**src/rtl/frame_motion_sched.sv**
```systemverilog
// Frame-synchronous motion scheduler: one bounced position update per FRAME_DIV frames,
// applied during vertical blanking. Optional single-step input under `FRAME_SCHED_STEP_EN.
module frame_motion_sched #(
  parameter int H_VISIBLE = 640,
  parameter int V_VISIBLE = 480,
  parameter int OBJ_W     = 20,
  parameter int OBJ_H     = 30,
  parameter int SPEED     = 1,
  parameter int FRAME_DIV = 1
) (
  input  logic       clk_i,
  input  logic       reset_i,
  input  logic [9:0] x_i,
  input  logic [9:0] y_i,
  input  logic       run_i,
`ifdef FRAME_SCHED_STEP_EN
  input  logic       step_i,
`endif
  output logic [9:0] x_o,
  output logic [9:0] y_o,
  output logic       x_dir_o,
  output logic       y_dir_o,
  output logic       update_o,
  output logic       bounce_o
);

  localparam int              FC_W    = (FRAME_DIV > 1) ? $clog2(FRAME_DIV) : 1;
  localparam logic [FC_W-1:0] FC_LAST = FC_W'(FRAME_DIV - 1);
  localparam logic [10:0]     XMAX    = 11'(H_VISIBLE - OBJ_W);
  localparam logic [10:0]     YMAX    = 11'(V_VISIBLE - OBJ_H);
  localparam logic [10:0]     SPD     = 11'(SPEED);

  typedef enum logic [1:0] {S_WAIT, S_CALC, S_COMMIT} state_t;

  typedef struct packed {
    logic [9:0] pos;
    logic       dir;
    logic       flip;
  } axis_t;

  // One axis of motion, evaluated in 11 bits so pos+SPEED cannot wrap.
  function automatic axis_t axis_step(input logic [9:0] pos, input logic dir,
                                      input logic [10:0] max);
    axis_t       r;
    logic [10:0] p;
    logic [10:0] t;
    p      = {1'b0, pos};
    t      = '0;
    r.pos  = pos;
    r.dir  = dir;
    r.flip = 1'b0;
    if (dir) begin
      t = p + SPD;
      if (t >= max) begin
        r.pos  = max[9:0];
        r.dir  = 1'b0;
        r.flip = 1'b1;
      end else begin
        r.pos = t[9:0];
      end
    end else begin
      if (p <= SPD) begin
        r.pos  = '0;
        r.dir  = 1'b1;
        r.flip = 1'b1;
      end else begin
        t     = p - SPD;
        r.pos = t[9:0];
      end
    end
    return r;
  endfunction

  state_t          state;
  logic [FC_W-1:0] frame_cnt;
  logic            match;
  logic            match_q;
  logic            vblank;
  logic            go;
  axis_t           nx_q;
  axis_t           ny_q;

  assign match  = (x_i == 10'd0) && (y_i == 10'(V_VISIBLE));
  assign vblank = match && !match_q;

`ifdef FRAME_SCHED_STEP_EN
  logic step_arm;
  assign go = run_i || step_arm;
`else
  assign go = run_i;
`endif

  // NOTE: sequential state uses non-blocking assignments so every register samples
  // the pre-edge values; blocking here would create order-dependent behaviour.
  always_ff @(posedge clk_i or posedge reset_i) begin
    if (reset_i) begin
      state     <= S_WAIT;
      frame_cnt <= '0;
      match_q   <= 1'b0;
      x_o       <= '0;
      y_o       <= '0;
      x_dir_o   <= 1'b1;
      y_dir_o   <= 1'b1;
      update_o  <= 1'b0;
      bounce_o  <= 1'b0;
`ifdef FRAME_SCHED_STEP_EN
      step_arm  <= 1'b0;
`endif
    end else begin
      match_q  <= match;
      update_o <= 1'b0;
      bounce_o <= 1'b0;
      case (state)
        S_WAIT: begin
          if (vblank) begin
            if (frame_cnt == FC_LAST) begin
              frame_cnt <= '0;
              if (go) state <= S_CALC;
`ifdef FRAME_SCHED_STEP_EN
              if (!run_i) step_arm <= 1'b0;
`endif
            end else begin
              frame_cnt <= frame_cnt + 1'b1;
            end
          end
        end
        S_CALC: state <= S_COMMIT;
        S_COMMIT: begin
          x_o      <= nx_q.pos;
          y_o      <= ny_q.pos;
          x_dir_o  <= nx_q.dir;
          y_dir_o  <= ny_q.dir;
          update_o <= 1'b1;
          bounce_o <= nx_q.flip || ny_q.flip;
          state    <= S_WAIT;
        end
        default: state <= S_WAIT;
      endcase
`ifdef FRAME_SCHED_STEP_EN
      // A fresh step request wins over one being consumed this cycle.
      if (step_i) step_arm <= 1'b1;
`endif
    end
  end

  // NOTE: the computed next position is only read in S_COMMIT after S_CALC has
  // written it, so these datapath registers carry no reset.
  always_ff @(posedge clk_i) begin
    if (state == S_CALC) begin
      nx_q <= axis_step(x_o, x_dir_o, XMAX);
      ny_q <= axis_step(y_o, y_dir_o, YMAX);
    end
  end

endmodule

```
**config.mk**
```make
export PLATFORM = sky130hd
export DESIGN_NAME = frame_motion_sched
export DESIGN_NICKNAME = d
export VERILOG_FILES = /design/src/rtl/frame_motion_sched.sv
export SDC_FILE = /design/constraint.sdc
export NUM_CORES = 1
export LEC_CHECK = 0
export CAP_MARGIN = 40
export CORE_MARGIN = 4
export CORE_UTILIZATION = 27
export DETAILED_ROUTE_END_ITERATION = 6
export PLACE_DENSITY = 0.53
export REMOVE_ABC_BUFFERS = 1
export SYNTH_ARGS = -nofsm -noshare
export SYNTH_HDL_FRONTEND = slang
export SYNTH_SLANG_ARGS = --single-unit
```
**constraint.sdc**
```tcl
create_clock -name clk_i -period 5.8 [get_ports clk_i]
set_input_delay 1.74 -clock clk_i [delete_from_list [all_inputs] [get_ports clk_i]]
set_output_delay 1.74 -clock clk_i [all_outputs]
set_load 0.1 [all_outputs]
```
==> flow_metrics.py <==
metrics = {
    "route": {
        "vias": 2632,
        "top_layer_used": "met4",
        "postRouteAntennaNets": 0,
        "vias_per_cell": 5.08,
        "drt-pass1-iter-count": 4,
        "wl_met1_mm": 3.63,
        "wl_mm": 7.64,
        "wl_met3_um": 335,
        "drc_errors": 0,
        "wl_met2_mm": 3.62,
        "drt_iter0_markers": 128,
        "wl_per_cell_um": 14.7,
    },
    "timing": {
        "rsz0062_at_grt": "false",
        "relSlewSlack_pct": 45.2,
        "setup_tns_ns": 0,
        "clock_skew_ns": 0.00954,
        "hold_violations": 0,
        "finalCriticalPeriod_ns": 3.49,
        "drv_slew": 0,
        "fmax_mhz": 287,
        "tightest_slew_ns": 0.819,
        "finalSetupViolCount": 0,
        "period_share_pct": 60.1,
    },
    "floorplan": {
        "dieArea_um2": 13000,
        "coreArea_um2": 10900,
        "die_x_um": 114,
        "initial_utilization_pct": 27.8,
        "die_y_um": 114,
        "io_pins": 47,
        "placementRows": 38,
    },
    "clocking": {
        "post_cts_resized": 0,
        "htreeDepth": 2,
        "holdBufCountCts": 0,
        "post_cts_buffers": 0,
        "root_buffer": "clkbuf_16",
        "cts_tree": "done",
        "cts_buffer_depth": 2,
        "clkTransAtPathRegs_ns": 0.06,
        "clock-sinks": 51,
        "insertion_delay_ns": 0.28,
        "cts_buffers": 5,
    },
    "synthesis": {
        "synth_compound_area_share_pct": 17.5,
        "synthCells": 318,
        "ys_top_cells_by_count": "nand2_1, dfrtp_1, edfxtp_1, o21ai_0, nor2_1",
        "synth_mux_area_share_pct": 4.78,
        "ys_ff_latch": 51,
        "synthTopCellsByArea": "edfxtp_1, dfrtp_1, mux2_2",
        "synth_cell_types": 59,
        "synth_area_per_cell_um2": 9.55,
        "yosysMostFrequentCell": "nand2_1",
        "synth-edff-count": 24,
        "synth_top_family_by_area": "simple AND/OR/NAND/NOR gates",
        "yosysTopAreaCellShare_pct": 23.7,
        "netlist.top_cell.by_area": "edfxtp_1",
        "yosys.area_share.adder_pct": 2.47,
        "synth.yosys.seq_area_share_pct": 46.1,
        "synth_xor_area_share_pct": 3.46,
        "syn_area_um2": 3040,
        "synth_ff_type": "dfrtp_1",
        "ys_warn_count": 0,
        "async_reset_ff_share_pct": 52.9,
        "synth-simple-area-share_pct": 21.2,
    },
    "finish": {
        "diodes": 0,
        "design_area_um2": 4120,
        "synthToLayoutAreaGrowth_pct": 35.8,
        "drive_gt1_share_pct": 14.6,
        "layout.cells.non_filler": 518,
        "nets": 406,
    },
    "critical_path": {
        "path_class": "reg2out",
        "cp_max_fo": 18,
        "reg2reg_depth": 7,
        "reg2reg_to": "nx_q[10]",
        "cp-start-kind": "flop",
        "r2r-start": "x_o[0]",
        "worstPathArrival_ns": 1.75,
        "required_ns": 4.06,
        "reg2reg_setup_slack_ns": 2.93,
        "cp-end-kind": "output port",
    },
    "run_status": {
        "status": "completed",
    },
    "placed_design": {
        "placement.cell_area_um2": 3980,
        "dp_hpwl_mm": 5.39,
        "place_inst": 510,
        "port_buffers": 46,
        "place_congestion": 0.840,
    },
    "power_and_ir_drop": {
        "irDropWorstVdd_mv": 0.119,
        "power.leakage_nw": 1.53,
        "power_density_nw_per_um2": 164,
        "p_total_w": 0.000675,
    },
    "grt": {
        "grt_overflow": 0,
        "grt_pass1_wl_mm": 13.2,
        "grt_pass1_vias": 2659,
        "track_usage_pct": 12.4,
        "grt_max_degree": 28,
        "antenna_found_initial": 0,
    },
    "worst_hold_path": {
        "min_to": "y_o[0]",
        "hold_class": "reg2reg",
        "worstHoldStart": "ny_q[2]",
        "hold_depth": 2,
    },
    "flow_run": {
        "drv_cap": 0,
    },
}
-- metrics by stage --
step	utilization [%]	setup WS, ns	hold slack [ns]
final	37.7	2.31	0.454
after global routing	37.7	2.20	0.483
after CTS	37.7	2.30	0.461
after detailed placement	36.4	2.61	0.446
after global placement	33.0	2.20	0.434
after floorplan	-	2.57	0.426
-- state kept, by name (all words and copies together) (netlist names) --
register,cells
y_o,10
x_o,10
ny_q,12
nx_q,12
update_o,1
x_dir_o,1
match_q,1
bounce_o,1
state,2
y_dir_o,1
-- where the power goes --
group / internal (W) / total [W] / switching (W)
sequential: 0.000376 / 0.000376 / 0.0000000128
clock: 0.000160 / 0.000278 / 0.000118
combinational: 0.0000139 / 0.0000205 / 0.00000657
total: 0.000550 / 0.000675 / 0.000125
-- logic make-up (layout without fill, tap and decap cells) --
group                      after synthesis  after routing
xor gates and xnor gates                12             12
buffers and inverters                   33             93
adders and majority gates                6              6
and+or+nand+nor                        121            121
muxes                                   13             13
AOI/OAI and AO/OA                       82             82
DFF                                     51             51
-- worst max-delay path, cell delays in order (launching register included) --
cell	delay [ns]
dfrtp_1	0.65
clkdlybuf4s50_1	0.61
buf_8	0.20
-- per-layer routing --
layer / up-vias / global-route usage [%]
li1: 1300 / -
met1: 1264 / 17.6
met2: 64 / 19.9
met3: 4 / 2.44
met4: 0 / 1.98
met5: - / 0
-- worst max-delay path by stage --
stage                start        to  slack [ns]  depth (start not counted)
CTS                 y_o[2]    y_o[2]        2.30                          2
detailed placement  y_o[2]    y_o[2]        2.61                          2
global route        y_o[2]    y_o[2]        2.20                          2
floorplan           x_o[3]  nx_q[10]        2.57                          5
global placement    y_o[2]    y_o[2]        2.20                          1
finish              y_o[2]    y_o[2]        2.31                          2
-- placed cells by master, fill, tap and decap left out, types with 3 or more instances in the layout --
cell type	Yosys	routed
buf_4	0	4
dfrtp_1	25	25
a22oi_1	3	3
clkbuf_16	0	5
xor2_1	7	7
and3_1	4	4
nand3_1	17	17
and2_1	4	4
nor4_1	9	9
nor3_1	10	10
a21boi_0	4	4
xnor2_1	5	5
a2bb2oi_1	3	3
mux2_2	12	12
a31oi_1	8	8
a21oi_1	18	18
ha_1	6	6
o21ai_0	22	22
edfxtp_1	24	24
clkdlybuf4s50_1	0	46
inv_1	11	11
o211ai_1	5	5
nand2_1	27	27
or3_1	3	3
buf_8	0	23
nand2b_1	4	4
nor2_1	21	21
-- final cells by class --
type                       instances  area (µm²)
sequential                        51        1400
multi-input combinational        234        1510
clock buffer                       7         133
inverter                          11        41.3
fill                            1099        6810
tap                              140         175
timing repair buffer              74         863
clock inverter                     1        5.00
(Power assumes the default switching activity.)
